**config.mk**
```make
export PLATFORM = sky130hd
export DESIGN_NAME = led_scan_mux_flat
export DESIGN_NICKNAME = d
export VERILOG_FILES = /design/src/rtl/led_pkg.sv /design/src/rtl/led_scan_mux_if.sv /design/src/rtl/led_scan_timer.sv /design/src/rtl/led_scan_mux.sv /design/src/flat_wrapper.sv
export SDC_FILE = /design/constraint.sdc
export NUM_CORES = 1
export LEC_CHECK = 0
export CAP_MARGIN = 30
export CORE_MARGIN = 3
export CORE_UTILIZATION = 43
export CTS_CLUSTER_SIZE = 40
export DETAILED_ROUTE_END_ITERATION = 12
export PLACE_DENSITY = 0.84
export SYNTH_ARGS = -nofsm -noshare
export SYNTH_HDL_FRONTEND = slang
export SYNTH_SLANG_ARGS = --single-unit
```
**constraint.sdc**
```tcl
create_clock -name clk -period 1.86 [get_ports clk]
set_input_delay 0.372 -clock clk [delete_from_list [all_inputs] [get_ports clk]]
set_output_delay 0.372 -clock clk [all_outputs]
set_load 0.02 [all_outputs]
```
**src/rtl/led_pkg.sv**
```systemverilog
// Shared definitions for the LED matrix scan blocks:
// default geometry, scan state encoding and a width helper.
package led_pkg;

    localparam int NROWS_DEF = 7;
    localparam int NCOLS_DEF = 8;

    typedef enum logic [1:0] {
        ST_IDLE  = 2'd0,
        ST_BLANK = 2'd1,
        ST_DRIVE = 2'd2
    } scan_state_e;

    // Bits needed to hold 0..v-1, never less than one bit.
    function automatic int clog2(input int v);
        int r;
        r = 0;
        while ((1 << r) < v) r++;
        return (r < 1) ? 1 : r;
    endfunction

endpackage

```
**src/rtl/led_scan_mux_if.sv**
```systemverilog
// Bundle between the PWM glow generator, the scan mux
// and the matrix pins.
interface led_scan_if #(
    parameter int NROWS = led_pkg::NROWS_DEF,
    parameter int NCOLS = led_pkg::NCOLS_DEF
) ();
    import led_pkg::*;

    localparam int RW = clog2(NROWS);

    logic                   en;
    logic [NROWS*NCOLS-1:0] in;
    logic [NROWS-1:0]       row_n;
    logic [NCOLS-1:0]       col;
    logic                   frame_start;
    logic [RW-1:0]          row_idx;

    modport master (
        output en, in,
        input  row_n, col, frame_start, row_idx
    );

    modport slave (
        input  en, in,
        output row_n, col, frame_start, row_idx
    );

endinterface

```
**src/rtl/led_scan_timer.sv**
```systemverilog
// Loadable down-counter; tc is high while the count is zero.
// Holds at zero rather than wrapping.
module led_scan_timer #(
    parameter int W = 2
) (
    input  logic         clk,
    input  logic         rst_n,
    input  logic         load,
    input  logic [W-1:0] load_val,
    output logic         tc
);

    logic [W-1:0] cnt;

    // Load on request, otherwise count down and stick at zero.
    always_ff @(posedge clk) begin
        if (!rst_n)
            cnt <= '0;
        else if (load)
            cnt <= load_val;
        else if (cnt != '0)
            cnt <= cnt - W'(1);
    end

    assign tc = (cnt == '0);

endmodule

```
**src/rtl/led_scan_mux.sv**
```systemverilog
// Row/column scan of the flat LED drive vector with
// active-low row strobes and inter-row blanking.
module led_scan_mux
    import led_pkg::*;
#(
    parameter int NROWS = NROWS_DEF,
    parameter int NCOLS = NCOLS_DEF,
    parameter int DWELL = 1024,
    parameter int BLANK = 16
) (
    input logic     clk,
    input logic     rst_n,
    led_scan_if.slave bus
);

    localparam int RW   = clog2(NROWS);
    localparam int TMX  = (DWELL > BLANK) ? DWELL : BLANK;
    localparam int TW   = clog2((TMX > 2) ? TMX : 2);
    localparam int NB   = NROWS * NCOLS;

    localparam logic [TW-1:0] DW_LD = TW'(DWELL - 1);
    localparam logic [TW-1:0] BL_LD = TW'((BLANK > 0) ? BLANK - 1 : 0);
    localparam logic [RW-1:0] LAST  = RW'(NROWS - 1);

    scan_state_e      state;
    logic [RW-1:0]    row_idx;
    logic [RW-1:0]    row_nxt;
    logic [NROWS-1:0] row_n;
    logic [NCOLS-1:0] col;
    logic             frame_start;
    logic             t_load;
    logic [TW-1:0]    t_val;
    logic             t_tc;

    function automatic logic [NROWS-1:0] strobe(input logic [RW-1:0] r);
        return ~(NROWS'(1) << r);
    endfunction

    function automatic logic [NCOLS-1:0] slice(
        input logic [NB-1:0] v,
        input logic [RW-1:0] r
    );
        return v[int'(r)*NCOLS +: NCOLS];
    endfunction

    assign row_nxt = (row_idx == LAST) ? '0 : row_idx + RW'(1);

    // Reload the timer on every state change; idle holds it at zero.
    always_comb begin
        t_load = 1'b0;
        t_val  = '0;
        if (!bus.en) begin
            t_load = 1'b1;
        end else begin
            unique case (state)
                ST_IDLE: begin
                    t_load = 1'b1;
                    t_val  = (BLANK > 0) ? BL_LD : DW_LD;
                end
                ST_BLANK: begin
                    t_load = t_tc;
                    t_val  = DW_LD;
                end
                ST_DRIVE: begin
                    t_load = t_tc;
                    t_val  = (BLANK > 0) ? BL_LD : DW_LD;
                end
                default: begin
                    t_load = 1'b1;
                end
            endcase
        end
    end

    led_scan_timer #(.W(TW)) u_timer (
        .clk      (clk),
        .rst_n    (rst_n),
        .load     (t_load),
        .load_val (t_val),
        .tc       (t_tc)
    );

    // Scan FSM; outputs are registered alongside the state.
    always_ff @(posedge clk) begin
        if (!rst_n || !bus.en) begin
            state       <= ST_IDLE;
            row_idx     <= '0;
            row_n       <= '1;
            col         <= '0;
            frame_start <= 1'b0;
        end else begin
            frame_start <= 1'b0;
            unique case (state)
                ST_IDLE: begin
                    row_idx <= '0;
                    if (BLANK > 0) begin
                        state <= ST_BLANK;
                        row_n <= '1;
                        col   <= '0;
                    end else begin
                        state       <= ST_DRIVE;
                        row_n       <= strobe('0);
                        col         <= slice(bus.in, '0);
                        frame_start <= 1'b1;
                    end
                end
                ST_BLANK: begin
                    if (t_tc) begin
                        state       <= ST_DRIVE;
                        row_n       <= strobe(row_idx);
                        col         <= slice(bus.in, row_idx);
                        frame_start <= (row_idx == '0);
                    end
                end
                ST_DRIVE: begin
                    if (!t_tc) begin
                        col <= slice(bus.in, row_idx);
                    end else begin
                        row_idx <= row_nxt;
                        if (BLANK > 0) begin
                            state <= ST_BLANK;
                            row_n <= '1;
                            col   <= '0;
                        end else begin
                            row_n       <= strobe(row_nxt);
                            col         <= slice(bus.in, row_nxt);
                            frame_start <= (row_nxt == '0);
                        end
                    end
                end
                default: begin
                    state   <= ST_IDLE;
                    row_idx <= '0;
                    row_n   <= '1;
                    col     <= '0;
                end
            endcase
        end
    end

    assign bus.row_n       = row_n;
    assign bus.col         = col;
    assign bus.frame_start = frame_start;
    assign bus.row_idx     = row_idx;

endmodule

```
**src/flat_wrapper.sv**
```systemverilog
// flat-port wrapper written by rule: the top's interface ports become plain ports
module led_scan_mux_flat import led_pkg::*;
#(
    parameter int NROWS = NROWS_DEF,
    parameter int NCOLS = NCOLS_DEF,
    parameter int DWELL = 1024,
    parameter int BLANK = 16
)
  (clk, rst_n, bus_en, bus_in, bus_row_n, bus_col, bus_frame_start, bus_row_idx);
  led_scan_if #(.NROWS(NROWS), .NCOLS(NCOLS)) bus_i ();
  input logic clk;
  input logic rst_n;
  input wire logic [$bits(bus_i.en)-1:0] bus_en;
  input wire logic [$bits(bus_i.in)-1:0] bus_in;
  output wire logic [$bits(bus_i.row_n)-1:0] bus_row_n;
  output wire logic [$bits(bus_i.col)-1:0] bus_col;
  output wire logic [$bits(bus_i.frame_start)-1:0] bus_frame_start;
  output wire logic [$bits(bus_i.row_idx)-1:0] bus_row_idx;
  assign bus_i.en = bus_en;
  assign bus_i.in = bus_in;
  assign bus_row_n = bus_i.row_n;
  assign bus_col = bus_i.col;
  assign bus_frame_start = bus_i.frame_start;
  assign bus_row_idx = bus_i.row_idx;
  led_scan_mux #(.NROWS(NROWS), .NCOLS(NCOLS), .DWELL(DWELL), .BLANK(BLANK)) u_core (.clk(clk), .rst_n(rst_n), .bus(bus_i));
endmodule
```
---- Word-level counts from Yosys, hierarchy flattened ----
Cells that the tools add are included.
cells by class
  reduce and logical (&&, ||, !) cells .... 13
  bitwise logic cells ..................... 3
  mux-type cells .......................... 18
  equal/unequal tests ..................... 5
  shift operators ......................... 2
  $add $sub $neg .......................... 2
operators with widths
  kind                     count
  $shiftx A56 B7 Y8        1
  $mux W10                 3
  $pmux W10 S2             1
  $mux W8                  2
  $pmux W8 S2              1
  $mux W7                  2
  $pmux W7 S2              1
  $logic_not A10 Y1        1
  $reduce_bool A10 Y1      1
  $sub A10 B1 Y10 const B  1
  $not A7 Y7               1
  $shl A1 B3 Y7 const A    1
  $mux W3                  2
  $pmux W2 S3              1
  $pmux W3 S2              1
  $mux W2                  2
  $ne A2 B1 Y1 const B     2
  $reduce_and A2 Y1        2
  $reduce_or A2 Y1         2
  $add A3 B1 Y3 const B    1
  $eq A3 B3 Y1 const B     1
  $logic_not A3 Y1         1
  $reduce_or A3 Y1         1
  $eq A2 B1 Y1 const B     1
  other kinds (7)          10
word-level totals
  word-level logic and storage cells ...... 49
  flip-flop bits (word level) ............. 31

---- Longest topological paths before layout ----
  depth after elaboration ................. 5
  gate-level depth with buffers ........... 7
  gate-level depth less buffers ........... 6

---- Modules after synthesis ----
A second synthesis with hierarchy kept.
unflattened totals
  cell total of the unflattened synthesis .. 248
  area total of the unflattened synthesis .. 2039.5 sq um
by module, submodules not included
  module          cells each  area each (sq um)  instances
  led_scan_mux    183         1466.4             1
  led_scan_timer  65          573.0              1

---- Worst setup path before layout ----
Ideal clock, no wire load.
  path kind ............................... reg-to-reg
  start ................................... register u_core.row_idx[0] (netlist: u_core.bus.row_idx[0])
  end ..................................... register u_core.row_idx[2] (netlist: u_core.bus.row_idx[2])
  setup time .............................. 92 ps
  setup slack ............................. -1 ps
  stages on the path, launching flop included .. 7
  arrival ................................. 1768 ps
  period minus slack after synthesis ...... 1861 ps
  path through ............................ dfxtp_1 buf_2 clkbuf_1 and2_1 ha_1 a211o_1 o32ai_1
on the way
  word-level cells in the longest chain between the ends .. 4
  elaborated cells on any way between the ends .. 5
ends and longest elaborated chain
  element                                        line                 RTL
  from (decl)                                    led_scan_mux.sv:26   logic [RW-1:0] row_idx;
  from (signal assigned)                         led_scan_mux.sv:119  row_idx <= row_nxt;
  $add A3 B1 Y3 or $eq A3 B3 Y1 (tied branches)  led_scan_mux.sv:46   assign row_nxt = (row_idx == LAST) ? '0 : row_idx + RW'(1);
  $mux W3 *                                      led_scan_mux.sv:46
  $mux W3 *                                      led_scan_mux.sv:116  if (!t_tc) begin
  $pmux W3 S2 *                                  led_scan_mux.sv:93   unique case (state)
Mark *: on every way between the ends. The rest lies on a longest branch, timed or not. The select of a mux whose other input is x is not followed.
A chain may end at the register's enable or synchronous reset.

---- Worst setup path after layout ----
  start ................................... register u_core.row_idx[2] (netlist: u_core.bus.row_idx[2])
  end ..................................... output bus_row_idx[2]
RTL lines
  element    line                RTL
  to (decl)  flat_wrapper.sv:18  output wire logic [$bits(bus_i.row_idx)-1:0] bus_row_idx;
No word-level cell between the ends.

==> results.yml <==
synthesis:
  synth-seq-cells: 31
  syn_area_per_cell_um2: 9.56
  ys.flop_type: "dfxtp_1"
  synth_edf_count: 0
  synth_simple_gate_area_frac: 0.162
  ys_seq_area_frac: 0.336
  synth_top_family_by_area: "compound AO/OA/AOI/OAI gates"
  async_flop_share: 0
  synth_xor_area_frac: 0.0332
  syn-instance-count: 193
  synthAdderAreaFrac: 0.0543
  ys_types: 39
  synthMuxAreaShare: 0.181
  synth_compound_area_frac: 0.186
  syn_area_um2: 1840
  synthesis.nets: 260
  yosys_warnings: 0
worst_setup_path:
  crit_type: "flip-flop to output port"
  end_kind: "output port"
  startpoint_type: "flip-flop"
  cp.arrival_ns: 1.42
  worst-path-buf-inv: 1
  path_cells: "clkdlybuf4s50_1"
  critPathSlowestCell: "clkdlybuf4s50_1"
  crit_family: "buffers and inverters"
  r2r-end: "u_core.u_timer.cnt[9]"
  rrSetupSlack_ns: 0.13
  critPathMaxFanout: 8
  r2r-start: "u_core.u_timer.cnt[0]"
  crit_cells: 1
  crit_required_ns: 1.49
  ff2ff_path_depth: 7
  slowest_delay_ns: 0.67
clocking:
  cts_tree: "yes"
  path_clk_slew_ns: 0.07
  cts.sinks: 31
  cts_made_buffers: 5
  hold_buffers: 0
  clockBufferDepth: 2
  clkLatencyLatePin_ns: 0.28
  htree_levels: 2
  cts_root_buffer: "clkbuf_8"
flow_run:
  drv_cap: 0
hold_path:
  hold_end: "u_core.bus.row_n[6]"
  hp-class: "flip-flop to flip-flop"
  min-delay-start: "u_core.bus.row_n[6]"
  holdPathStages: 2
sta:
  maxSlewViolCount: 0
  rsz0062_at_grt: "no"
  setup_viol: 0
  setup_tns_ns: 0
  finalHoldViolCount: 0
  min_period_ns: 1.79
  period_share: 0.961
  worst_slack_ns: 0.0716
  holdWs_ns: 0.478
  worst_pin_slew_ns: 0.461
  max_freq_mhz: 559
  maxSlewHeadroom: 0.690
  skew_ns: 0.00477
finish:
  syn_to_final_growth_pct: 57.2
  final_common_cell: "clkdlybuf4s50_1"
  n_antenna_cell: 0
  final_cell_mix: "clkdlybuf4s50_1 (76), dfxtp_1 (30), nand2_1 (24)"
  drive_above_1_share: 0.144
  layout.nets: 351
drt:
  drt-initial-drc-count: 76
  wl_mm: 5.40
  drc: 0
  avgViaCountPerCell: 5.46
  ant_nets: 0
  dr.pass1.iters: 4
  vias: 1828
  wire_per_inst_um: 16.1
pwr:
  power.leakage_nw: 1.12
  powerDensity_nw_per_um2: 611
  vdd_drop_max_mv: 0.660
grt:
  antenna_found_initial: 0
  grt_pass1_wl_mm: 8.83
  grtUsageTotal: 0.220
  grt_start_max_net_pins: 19
  grt_overflow: 0
  grt_pass1_vias: 1837
floorplanning:
  die_area_um2: 5110
  rows: 23
  core_um2: 4060
  die_y_um: 71.5
  die_w_um: 71.5
  start_util: 0.455
  top_level_ports: 78
placed_design:
  gp_congestion: 0.823
  placement.io_buffers: 77
  dp_slack_ns: 0.101
  hpwl_mm: 4.34
run_status:
  outcome: "finished, final reports clean"
==> how the worst max path moves through the flow <==
stage | end | from | slack, ns
final | bus_row_idx[2] | u_core.bus.row_idx[2] | 0.07
after global routing | u_core.u_timer.cnt[9] | u_core.u_timer.cnt[0] | 0.003
after CTS | bus_row_idx[1] | u_core.bus.row_idx[1] | 0.03
after detailed placement | u_core.bus.row_idx[0] | u_core.u_timer.cnt[0] | 0.10
after global placement | u_core.bus.row_idx[0] | u_core.u_timer.cnt[0] | 0.13
after floorplan | u_core.bus.row_idx[2] | u_core.bus.row_idx[0] | 0.14
==> cells in the mapped netlist (4+ instances only) <==
cell type   n  area share
a21oi_1    11       0.030
a22o_1      8       0.038
a2bb2oi_1   8       0.038
and3_1      4       0.014
clkbuf_1    6       0.012
dfxtp_1    31        0.34
ha_1        8       0.054
inv_1       8       0.016
mux2i_1    14       0.076
mux4_2      8       0.098
nand2_1    24       0.049
nor2_1      6       0.012
nor2b_1     4       0.014
o21ai_0    12       0.033
xnor2_1     6       0.028
==> power breakdown <==
part | switching, mW | internal [mW] | total [mW]
Clock | 0.247 | 0.433 | 0.680
Combinational | 0.147 | 0.237 | 0.384
Sequential | 0.0240 | 0.683 | 0.707
==> cell families after synthesis <==
family	after synthesis
muxes	23
AOI/OAI and AO/OA	50
adders and majority gates	8
buffers and inverters	20
xor gates and xnor gates	7
DFF	31
and+or+nand+nor	54
==> metal layers <==
layer | global-route usage | wire [µm]
met1 | 0.245 | 2140
met2 | 0.399 | 2690
met3 | 0.0715 | 487
met4 | 0.0585 | 85
met5 | 0 | 0
==> per-stage QoR <==
stage	cell area, µm²	util	total power [mW]	instances
6_report	2900	0.714	1.77	335
5_1_grt	2900	0.714	1.86	335
4_1_cts	2880	0.709	1.78	333
3_5_place_dp	2760	0.680	1.10	325
3_3_place_gp	2760	0.680	1.08	325
2_1_floorplan	1850	-	0.912	193
==> sequential cells by signal (all words and copies together) (netlist names) <==
name,count
u_core.u_timer.cnt,10
u_core.bus.row_n,7
u_core.bus.frame_start,1
u_core.bus.row_idx,3
u_core.state,2
u_core.bus.col,8
==> final cells by class <==
cell class              instances  area (µm²)
flip-flops and latches         31         622
clock buffers                   6        82.6
fillers                       300        1160
multi-input cells             142        1140
inverters                       9        33.8
clock inverters                 2        35.0
well taps                      50        62.6
repair buffers                 95         921
==> what timing repair did <==
action / in CTS / in global routing
gates resized for setup: 0 / 3
setup endpoints to repair: 0 / 14
buffers inserted: 0 / 2
No activity file was read; power rests on OpenSTA's default activity.
